--- config.mk ---
export PLATFORM = sky130hd
export DESIGN_NAME = circuit_boolean_ca
export DESIGN_NICKNAME = d
export VERILOG_FILES = /design/src/rtl/circuit_boolean_ca_pkg.sv /design/src/rtl/circuit_boolean_ca_lane.sv /design/src/rtl/circuit_boolean_ca.sv
export SDC_FILE = /design/constraint.sdc
export NUM_CORES = 1
export LEC_CHECK = 0
export BUFFER_PORTS_ARGS = -buffer_cell sky130_fd_sc_hd__buf_2
export CORE_AREA = 2 2 39 41
export DETAILED_ROUTE_END_ITERATION = 8
export DIE_AREA = 0 0 41 43
export PLACE_DENSITY_LB_ADDON = 0.05
export SLEW_MARGIN = 20
export SYNTH_ARGS = -nofsm -noshare
export SYNTH_HDL_FRONTEND = slang
export SYNTH_SLANG_ARGS = --single-unit
export TNS_END_PERCENT = 100
--- constraint.sdc ---
create_clock -name clk -period 0.8 [get_ports clk]
set_input_delay 0.08 -clock clk [delete_from_list [all_inputs] [get_ports clk]]
set_output_delay 0.08 -clock clk [all_outputs]
set_load 0.02 [all_outputs]
--- src/rtl/circuit_boolean_ca_pkg.sv ---
// circuit_boolean_ca_pkg: the two per-lane Boolean functions and minterm count shared by the evaluator.
package circuit_boolean_ca_pkg;
   localparam int NUM_MINTERMS = 16;
   function automatic logic f_e(input logic a, input logic b, input logic c, input logic d);
      return a | (b & c) | (~b & d);
   endfunction
   function automatic logic f_f(input logic a, input logic b, input logic c, input logic d);
      return (~b & c) | (b & ~c & d) | (a & 1'b0);
   endfunction
endpackage

--- src/rtl/circuit_boolean_ca_lane.sv ---
// circuit_boolean_ca_lane: combinational single-lane evaluator of E and F.
module circuit_boolean_ca_lane
   import circuit_boolean_ca_pkg::*;
(
   input  logic a,
   input  logic b,
   input  logic c,
   input  logic d,
   output logic e,
   output logic f
);
   assign e = f_e(a, b, c, d);
   assign f = f_f(a, b, c, d);
endmodule

--- src/rtl/circuit_boolean_ca.sv ---
// circuit_boolean_ca: registered LANES-wide E/F evaluator with one-cycle latency.
// Define CIRCUIT_BOOLEAN_CA_STATS_EN to build saturating lane-0 minterm hit counters.
module circuit_boolean_ca
   import circuit_boolean_ca_pkg::*;
#(
   parameter int LANES   = 1,
   parameter int COUNT_W = 16
) (
   input  logic               clk,
   input  logic               rst,
   input  logic               in_valid,
   input  logic [LANES-1:0]   A,
   input  logic [LANES-1:0]   B,
   input  logic [LANES-1:0]   C,
   input  logic [LANES-1:0]   D,
   output logic               out_valid,
   output logic [LANES-1:0]   E,
   output logic [LANES-1:0]   F,
   input  logic [3:0]         stat_sel,
   output logic [COUNT_W-1:0] stat_cnt
);
   logic [LANES-1:0] e_c, f_c;
   for (genvar i = 0; i < LANES; i++) begin : g_lane
      circuit_boolean_ca_lane u_lane (
         .a(A[i]), .b(B[i]), .c(C[i]), .d(D[i]), .e(e_c[i]), .f(f_c[i])
      );
   end
   // E/F only load on valid so idle or unknown operands never disturb the held result
   always_ff @(posedge clk) begin
      if (rst) begin
         out_valid <= 1'b0;
         E         <= '0;
         F         <= '0;
      end else begin
         out_valid <= in_valid;
         if (in_valid) begin
            E <= e_c;
            F <= f_c;
         end
      end
   end
`ifdef CIRCUIT_BOOLEAN_CA_STATS_EN
   logic [COUNT_W-1:0] cnt [NUM_MINTERMS];
   logic [3:0]         idx;
   assign idx = {A[0], B[0], C[0], D[0]};
   always_ff @(posedge clk) begin
      if (rst) begin
         for (int k = 0; k < NUM_MINTERMS; k++) cnt[k] <= '0;
      end else if (in_valid && cnt[idx] != '1) begin
         cnt[idx] <= cnt[idx] + COUNT_W'(1);
      end
   end
   assign stat_cnt = cnt[stat_sel];
`else
   logic unused_stat_sel;
   assign unused_stat_sel = ^stat_sel;
   assign stat_cnt = '0;
`endif
endmodule

=== Yosys cells after proc, flatten, opt, wreduce, memory -nomap -nowiden ===
Cells that the tools add are included.

* Word-level logic and storage cells: 13
* Input bits: 11
* Flip-flop bits (word level): 3
* Output and inout bits: 19

* Bitwise gates (word level): 10

{| class="wikitable"
|+ Operators by type and width
! operator !! count
|-
| $and 1x1->1 || 5
|-
| $or 1x1->1 || 3
|-
| $not 1->1 || 2
|}

=== Logic depth before layout (Yosys ltp) ===
Gate-level depths: netlist (run 1).

* Depth in word-level cells: 4
* Gate-level depth with buffers: 2
* Mapped depth without buffers: 2

=== Modules after synthesis ===
From an unflattened synthesis (run 1), not the netlist that was laid out.

* Cells, all modules: 29
* Area total of the unflattened synthesis: 246.5 µm²

{| class="wikitable"
|+ By module, submodules not included
! module !! instances !! cells an instance !! area each (µm²) !! sequential area each (µm²)
|-
| circuit_boolean_ca || 1 || 25 || 217.7 || 60.1
|-
| circuit_boolean_ca_lane || 1 || 4 || 28.8 || 0.0
|}

=== Worst setup path before layout (run 1) ===
OpenSTA, ideal clock, no wires.

* Kind: register to register
* From: register F (netlist name)
* To: register F
* Data required time: 0.709 ns
* Clock period less this slack: 0.785 ns
* Cell stages (with the launch flop): 3
* Buffers on the path: 0
* Setup slack: 0.015 ns
* Setup time: 0.091 ns
* Data arrival time: 0.694 ns
* Cells stage by stage: dfxtp_1 nor2_1 a311oi_1

{| class="wikitable"
|+ RTL lines
! item !! RTL line !! text
|-
| to (signal assigned) || circuit_boolean_ca.sv:33 || <nowiki>F <= '0;</nowiki>
|-
| to (signal assigned) || circuit_boolean_ca.sv:38 || <nowiki>F <= f_c;</nowiki>
|-
| to (decl) || circuit_boolean_ca.sv:18 || <nowiki>output logic [LANES-1:0] F,</nowiki>
|}

=== Final worst setup path (run 1) ===
* From: register F
* To: output port F

No word-level cell between the ends.

==> run metrics, run 1 <==
GRT Overall Usage 4.705%; worst skew pair latency 0.22 ns; Max-Cap Viols 0; die width 41 um; FFs w/ async S/R, synth 0%; first-pass iteration count of the detailed router 2; simple logic cell fraction of the synthesized area 11.34%; Yosys reg bits 3; die area 0.001763 mm^2; Hold Crit Start rst; post_cts resized 1; die height 43 um; crit path DAT 0.67 ns; gpl congestion 0.5643; Sink Count 3; Reg clk slew, reported paths 0.04 ns; PortBufs 9; CTS root buf clkbuf_4; Distinct cells, synth 10; P_leak 0.1563 nW; outcome complete, no violations; Post-synth EDFFs 0; post-synthesis mux area share 4.124%; hold crit path type in2reg; dpl cell area 244.0 um^2; Setup crit end kind output port; area grow syn2layout 18.04%; critical path class reg2out; part of the power in registers 30.0%; fin area 286.5 um^2; core footprint 0.001384 mm^2; CP bufs+invs 1; first-pass GRT wire length 496 um; vias per inst 2.930; dpl hpwl 351.9 um; hold buffers post-CTS 0; total vias in the final route 167; CTS tree built; net switching power figure 0.1709 mW; Seq/Total Area, Yosys 24.74%; crit path max-delay cell type dfxtp_1; Post-synth top cells buf_4, dfxtp_1, a311oi_1, nor2_1; crit path launch type flop; clock group share of total power 45.1%; total CTS buffers 3; largest family of logic cells by synthesized area buffers and inverters; Compound-Gate Fraction of Synth Area 7.216%; Max Transition Viols Final 0; Gate power share 24.9%; cell family with most CP delay flip-flops; Final #Nets 53; Final Util 20.71%; DRT iter0 DRCs 1; Post-Syn Area per Cell 8.370 um^2; final WL 370 um; # DRC 0; H-tree depth reported by CTS 1; initial cell density of the core 17.54%; ys flop type dfxtp_1; worst IR drop on VDD 0.2720 mV; main area contributors after synthesis buf_4, dfxtp_1, a311oi_1; cell-internal power 0.3859 mW; n_diodes 0; initial antenna violation count 0; endpoints failing hold 0; pwr/cell area 1943 mW/mm^2; antenna-violating nets left 0; most area-hungry cell type in the Yosys netlist buf_4; synthesized instance count 29; minimum clock period 0.7518 ns; synthesized-area fraction occupied by adder cells 0%; largest net degree at the start of global routing 6; FP Rows 14; postcts setup bufs 0; CTS Buffer Depth 2; CP max FO 2; Pwr Total 0.5568 mW; max incr delay on CP 0.33 ns; GR Overflow Total 0; Hold WS 0.04509 ns; Final setup viols 0; wire per inst 6.491 um; I/O pins 30; Post-Syn Area 242.7 um^2; launch point of the worst path F$_SDFFE_PP0P_; Syn. warnings 0; count leader, synth buf_4; vias in the first global route 145; sw frac 30.69%; WP data required 0.72 ns; fmax 1330 MHz; FF-to-FF Start E$_SDFFE_PP0P_; area share of the largest cell type after synthesis 49.48%; fin crit share 93.97%; share of layout cells above drive strength 1 31.71%; xor and xnor area share after synthesis 0%; worst-path cell chain buf_6; skew final 0 ns
-- per-layer routing --
layer	vias to the layer above	global-route usage [%]	share of wire [%]
li1	85	-	-
met1	78	2.229	21
met2	4	7.813	74
met3	0	3.141	5.1
met4	0	6.000	0
met5	-	0	0
-- power by group through the flow --
stage	Clock (mW)	Combinational (mW)	Sequential (mW)
floorplan	0	0.142	0.180
global placement	0	0.128	0.167
detailed placement	0	0.127	0.167
CTS	0.264	0.130	0.165
global route	0.282	0.149	0.169
finish	0.251	0.139	0.167
-- area by class of cell --
class / count / area [um^2]
Timing Repair Buffer: 9 / 60.06
Fill cell: 168 / 1097
Inverter: 1 / 3.754
Sequential cell: 3 / 61.31
Tap cell: 16 / 20.02
Multi-Input combinational cell: 24 / 115.1
Clock buffer: 4 / 26.28
-- final timing paths --
kind         depth (start not counted)                    to  slack, ns
min reg2reg                          2        E$_SDFFE_PP0P_       0.49
max                                  1                     F       0.05
max reg2reg                          2        E$_SDFFE_PP0P_       0.10
min                                  2  out_valid$_SDFF_PP0_       0.05
-- cell families (layout without fill, tap and decap cells) --
logic type             Yosys count  in the layout
buffers and inverters           17             14
and+or+nand+nor                  5              5
DFF                              3              3
AOI/OAI and AO/OA                2              2
other                            1             16
muxes                            1              1
-- sequential cells by signal (all words and copies together) (netlist names) --
| register | cells |
|---|---|
| out_valid | 1 |
| F | 1 |
| E | 1 |
-- layout by cell type, fill, tap and decap left out, drive strengths merged --
| cell | instances |
|---|---|
| clkbuf | 4 |
| nand2b | 1 |
| buf | 9 |
| inv | 1 |
| nand3b | 1 |
| nor2b | 1 |
| conb | 16 |
| mux2i | 1 |
| a311oi | 2 |
| nor2 | 2 |
| dfxtp | 3 |
-- metrics by stage --
stage                     instances  setup TNS (ns)  worst slack, ns
after floorplan                  44               0          0.01501
after global placement           53               0          0.09122
after detailed placement         53               0          0.09100
after CTS                        57               0          0.01602
after global routing             57      -0.0001711       -0.0001711
final                            57               0          0.04822
No activity file was read; power rests on OpenSTA's default activity.
==> run 2, diff against run 1 <==
--- a/config.mk
+++ b/config.mk
@@ -10,6 +10,7 @@
 export DETAILED_ROUTE_END_ITERATION = 8
 export DIE_AREA = 0 0 41 43
 export PLACE_DENSITY_LB_ADDON = 0.05
+export RECOVER_POWER = 25
 export SLEW_MARGIN = 20
 export SYNTH_ARGS = -nofsm -noshare
 export SYNTH_HDL_FRONTEND = slang
==> run 2 against run 1 <==
  * Cell count stayed put
  * Critical path type unchanged
  * Setup slack hardly changed
  * Largest cell class unchanged
  * Maximum frequency hardly changed
==> run metrics, run 2 (synthesis gave the netlist of run 1 again) <==
outcome complete, no violations; area grow syn2layout 17.53%; die height 43 um (unchanged); fin crit share 93.97% (about the same); FP Rows 14 (unchanged); die area 0.001763 mm^2 (unchanged); DRT iter0 DRCs 1 (unchanged); Sink Count 3 (unchanged); worst IR drop on VDD 0.2720 mV (about the same); antenna-violating nets left 0 (unchanged); Top Registers E x1, F x1, out_valid x1; largest net degree at the start of global routing 6 (unchanged); final WL 370 um (unchanged); WP data required 0.72 ns (about the same); pwr/cell area 1949 mW/mm^2 (+0.30%); skew final 0 ns (unchanged); gpl congestion 0.5643 (unchanged); crit path DAT 0.67 ns (about the same); R2R Setup Slk 0.09 ns (about the same); H-tree depth reported by CTS 1 (unchanged); hold crit path type in2reg; Final Util 20.61% (-0.090 points); share of layout cells above drive strength 1 29.27% (-2.4 points); # DRC 0 (unchanged); GR Overflow Total 0 (unchanged); Final setup viols 0 (unchanged); dpl hpwl 351.9 um (unchanged); worst skew pair latency 0.22 ns (about the same); GRT Overall Usage 4.705% (unchanged); post-route insts no fill 57 (unchanged); Setup crit end kind output port; dpl cells 53 (unchanged); vias per inst 2.930 (unchanged); postcts setup bufs 0 (unchanged); vias in the first global route 145 (unchanged); wire per inst 6.491 um (unchanged); fmax 1330 MHz (about the same); CP max FO 2 (unchanged); die width 41 um (unchanged); CTS tree built; fin area 285.3 um^2 (-0.44%); critical path class reg2out; initial cell density of the core 17.54% (unchanged); minimum clock period 0.7518 ns (-0.000001100 ns); worst-path cell chain buf_6; cell family with most CP delay flip-flops; I/O pins 30 (unchanged); initial antenna violation count 0 (unchanged); total vias in the final route 167 (unchanged); first-pass GRT wire length 496 um (unchanged); max incr delay on CP 0.33 ns (about the same); Max Transition Viols Final 0 (unchanged); CTS root buf clkbuf_4; total CTS buffers 3 (unchanged); CTS Buffer Depth 2 (unchanged); n_diodes 0 (unchanged); Reg clk slew, reported paths 0.04 ns (about the same); most frequent cells in the layout conb_1, buf_2, clkbuf_4; Pwr Total 0.5560 mW (-0.14%); endpoints failing hold 0 (unchanged); crit path launch type flop; core footprint 0.001384 mm^2 (unchanged); crit path max-delay cell type dfxtp_1; Final #Nets 53 (unchanged); CP bufs+invs 1 (unchanged); first-pass iteration count of the detailed router 2 (unchanged); P_leak 0.1536 nW (-1.8%); most common cell after layout, fill and taps aside conb_1; dpl cell area 244.0 um^2 (unchanged); PortBufs 9 (unchanged); Max-Cap Viols 0 (unchanged)
run 2: changes by cell type in the layout (fill, tap and decap cells not counted), sizes merged:
cell,before,now
clkbuf,4,5
buf,9,8
run 2: report_power, final:
group          internal (mW)  total, mW  switching [mW]
Sequential             0.162      0.167         0.00548
Clock                  0.186      0.251          0.0651
Combinational         0.0375      0.138           0.100
run 2: per-stage QoR:
stage                 TNS (ns)  hold slack (ns)  setup slack (ns)
floorplan                    0           0.1516           0.01501
global placement             0           0.2765           0.09122
detailed placement           0           0.2790           0.09100
CTS                          0          0.03808           0.01602
global route        -0.0001711          0.04653        -0.0001711
finish                       0          0.04430           0.04823
run 2: final timing paths:
check,end,start,cells past startpoint
worst min register to register,E$_SDFFE_PP0P_,E$_SDFFE_PP0P_,2
worst max-delay path,F,F$_SDFFE_PP0P_,1
worst min-delay path,out_valid$_SDFF_PP0_,rst,2
worst max register to register,E$_SDFFE_PP0P_,E$_SDFFE_PP0P_,2
run 2: layout make-up:
type                    instances  area [um^2]
fillers                       169         1099
multi-input cells              24        115.1
flip-flops and latches          3        61.31
repair buffers                  9        58.81
clock buffers                   4        26.28
well taps                      16        20.02
inverters                       1        3.754
run 2: routing by layer:
layer | vias to the layer above | routed length [um] | GRT usage [%]
met5 | - | 0 | 0
li1 | 85 | - | -
met2 | 4 | 270 | 7.813
met1 | 78 | 79 | 2.229
met4 | 0 | 0 | 6.000
met3 | 0 | 19 | 3.141
run 2: what timing repair did:
item | CTS | global route
gates resized for setup | 1 | 5
hold buffers | 0 | 0
setup endpoints to repair | 1 | 3
==> run 3, diff against run 2 <==
--- a/config.mk
+++ b/config.mk
@@ -5,6 +5,7 @@
 export SDC_FILE = /design/constraint.sdc
 export NUM_CORES = 1
 export LEC_CHECK = 0
+export ABC_AREA = 1
 export BUFFER_PORTS_ARGS = -buffer_cell sky130_fd_sc_hd__buf_2
 export CORE_AREA = 2 2 39 41
 export DETAILED_ROUTE_END_ITERATION = 8
==> run 3 against run 2 <==
  * Count of clock-buffer cells in the layout stayed put
  * Global-route usage is 1.0 points higher
  * Die area stayed put
  * Critical endpoint unchanged
  * Total power is 3.1% higher
  * Synthesized area is 6.7% higher
  * Sequential cell count stayed put
  * Critical path type unchanged
  * Cell area is 3.5% higher
  * Clock power is 6% higher
  * Via count is 27% higher
==> run metrics, run 3 <==
synthesized instance count 38 (+31%); first-pass GRT wire length 607 um (+22%); worst-path cell chain buf_4; final WL 401 um (+8.4%); Seq/Total Area, Yosys 23.19% (-1.6 points); FFs w/ async S/R, synth 0% (unchanged); cell family with most CP delay flip-flops; total vias in the final route 212 (+27%); GRT Overall Usage 5.717% (+1.0 points); Critical Path Stages 1 (unchanged); postcts setup bufs 0 (unchanged); Post-Syn Area per Cell 6.816 um^2 (-19%); die width 41 um (unchanged); Distinct cells, synth 9 (-1); Sink Count 3 (unchanged); PortBufs 9 (unchanged); Worst Reg-to-Reg Cells 2 (unchanged); Hold WS 0.01828 ns (-0.02602 ns); most common cell after layout, fill and taps aside conb_1; clock group share of total power 46.5% (+1.4 points); dpl hpwl 346 um (-1.7%); CTS Buffer Depth 2 (unchanged); Final #Nets 62 (+17%); initial antenna violation count 0 (unchanged); crit path launch type flop; endpoints failing hold 0 (unchanged); worst IR drop on VDD 0.4952 mV (+82%); Max-Cap Viols 0 (unchanged); hold buffers post-CTS 0 (unchanged); GR Overflow Total 0 (unchanged); Reg clk slew, reported paths 0.04 ns (about the same); fin area 295.3 um^2 (+3.5%); Setup crit end kind output port; max incr delay on CP 0.31 ns (-0.02 ns); crit path DAT 0.69 ns (+0.02 ns); net switching power figure 0.1908 mW (+12%); largest net degree at the start of global routing 5 (-1); die area 0.001763 mm^2 (unchanged); worst skew pair latency 0.23 ns (about the same); Max Transition Viols Final 0 (unchanged); Yosys reg bits 3 (unchanged); n_diodes 0 (unchanged); critical path class reg2out; DRT iter0 DRCs 0 (-1); Gate power share 24.6% (-0.2 points); CP bufs+invs 1 (unchanged); first-pass iteration count of the detailed router 1 (-1); ys flop type dfxtp_1; setup_tns 0 ns (unchanged); antenna-violating nets left 0 (unchanged); FF-to-FF Start E$_SDFFE_PP0P_; CP max FO 2 (unchanged); dpl cells 62 (+17%); Post-synth EDFFs 0 (unchanged); dpl cell area 260.3 um^2 (+6.7%); FP Rows 14 (unchanged); Post-synth top cells buf_4, nand2_1, nor2_1, inv_1, dfxtp_1; post-route insts no fill 66 (+16%); # DRC 0 (unchanged); area grow syn2layout 14.01%; hold crit path type in2reg; initial cell density of the core 18.72% (+1.2 points); main area contributors after synthesis buf_4, dfxtp_1, nand2_1; total CTS buffers 3 (unchanged); count leader, synth buf_4; launch point of the worst path F$_SDFFE_PP0P_; RSZ-0062 raised after global routing false; die height 43 um (unchanged); Post-Syn Area 259.0 um^2 (+6.7%); P_leak 0.1822 nW (+19%); fmax 1306 MHz (-1.8%); vias per inst 3.212 (+9.6%); most frequent cells in the layout conb_1, buf_2, nand2_1, nor2_1, inv_1; pwr/cell area 1942 mW/mm^2 (-0.38%); sw frac 33.29% (+2.6 points); share of layout cells above drive strength 1 28.00% (-1.3 points); outcome complete, no violations; vias in the first global route 160 (+10%); H-tree depth reported by CTS 1 (unchanged); most area-hungry cell type in the Yosys netlist buf_4; CTS tree built; crit path max-delay cell type dfxtp_1; cell-internal power 0.3825 mW (-0.69%); CTS root buf clkbuf_4; Worst R2R End E$_SDFFE_PP0P_; skew final 0 ns (unchanged); minimum clock period 0.7659 ns (+0.01410 ns); fill cell count 175 (+3.6%); Top Registers E x1, F x1, out_valid x1; Syn. warnings 0 (unchanged); R2R Setup Slk 0.15 ns (+0.06 ns); Setup crit end F; fin crit share 95.73% (+1.8 points); wire per inst 6.076 um (-6.4%); gpl congestion 0.6062 (+7.4%); core footprint 0.001384 mm^2 (unchanged); area share of the largest cell type after synthesis 46.38% (-3.1 points); Final setup viols 0 (unchanged); WP data required 0.72 ns (about the same); part of the power in registers 28.9% (-1.2 points); I/O pins 30 (unchanged)
[run 3: cell types whose count changed after synthesis, sizes merged]
cell	change
nand2	+5
inv	+4
nor2	+3
a311oi	-2
o21ai	+2
a21oi	+1
mux2i	-1
nand2b	-1
nand3b	-1
nor2b	-1
[run 3: what timing repair did]
item                                    in CTS  in global routing
gates cloned                                 0                  0
resized for setup                            1                  3
endpoints found under the setup margin       1                  2
[run 3: worst min-delay path by stage]
stage,from,endpoint,slack (ns),depth (start not counted)
floorplan,rst,out_valid$_SDFF_PP0_,0.15,1
global placement,rst,out_valid$_SDFF_PP0_,0.25,2
detailed placement,rst,out_valid$_SDFF_PP0_,0.26,2
CTS,rst,out_valid$_SDFF_PP0_,0.01,2
global route,rst,out_valid$_SDFF_PP0_,0.03,2
finish,rst,out_valid$_SDFF_PP0_,0.02,2
[run 3: logic make-up after synthesis]
kind of cell           synth area share, %
AO/OA/AOI/OAI                        7.247
buffers and inverters                53.62
flip-flops                           23.19
other                                1.448
AND/OR/NAND/NOR                      14.49
[run 3: power groups by stage]
stage	clock, mW	sequential (mW)	combinational [mW]
4_1_cts	0.285	0.164	0.137
3_5_place_dp	0	0.166	0.135
6_report	0.267	0.166	0.141
2_1_floorplan	0	0.179	0.150
3_3_place_gp	0	0.166	0.134
5_1_grt	0.298	0.167	0.157
[run 3: per-layer routing]
metal / up-vias / GRT usage, % / routed length [um]
li1: 103 / - / -
met1: 91 / 5.128 / 124
met2: 18 / 7.187 / 221
met3: 0 / 4.712 / 55
met4: 0 / 6.000 / 0
met5: - / 0 / 0
[run 3: metrics by stage]
stage          power [mW]  utilization [%]  setup WS, ns
6_report           0.5733            21.34       0.03412
4_1_cts            0.5862            20.89     0.0006660
3_5_place_dp       0.3010            18.81        0.1623
5_1_grt            0.6221            21.34      0.007873
2_1_floorplan      0.3299                -       0.09405
3_3_place_gp       0.3003            18.81        0.1759
[run 3: layout make-up]
class	count	area (um^2)	share of cell area, %
tap	16	20.02	6.780
clock buffer	4	26.28	8.898
sequential	3	61.31	20.76
multi-input combinational	29	116.4	39.41
inverter	5	18.77	6.356
timing repair buffer	9	52.55	17.80
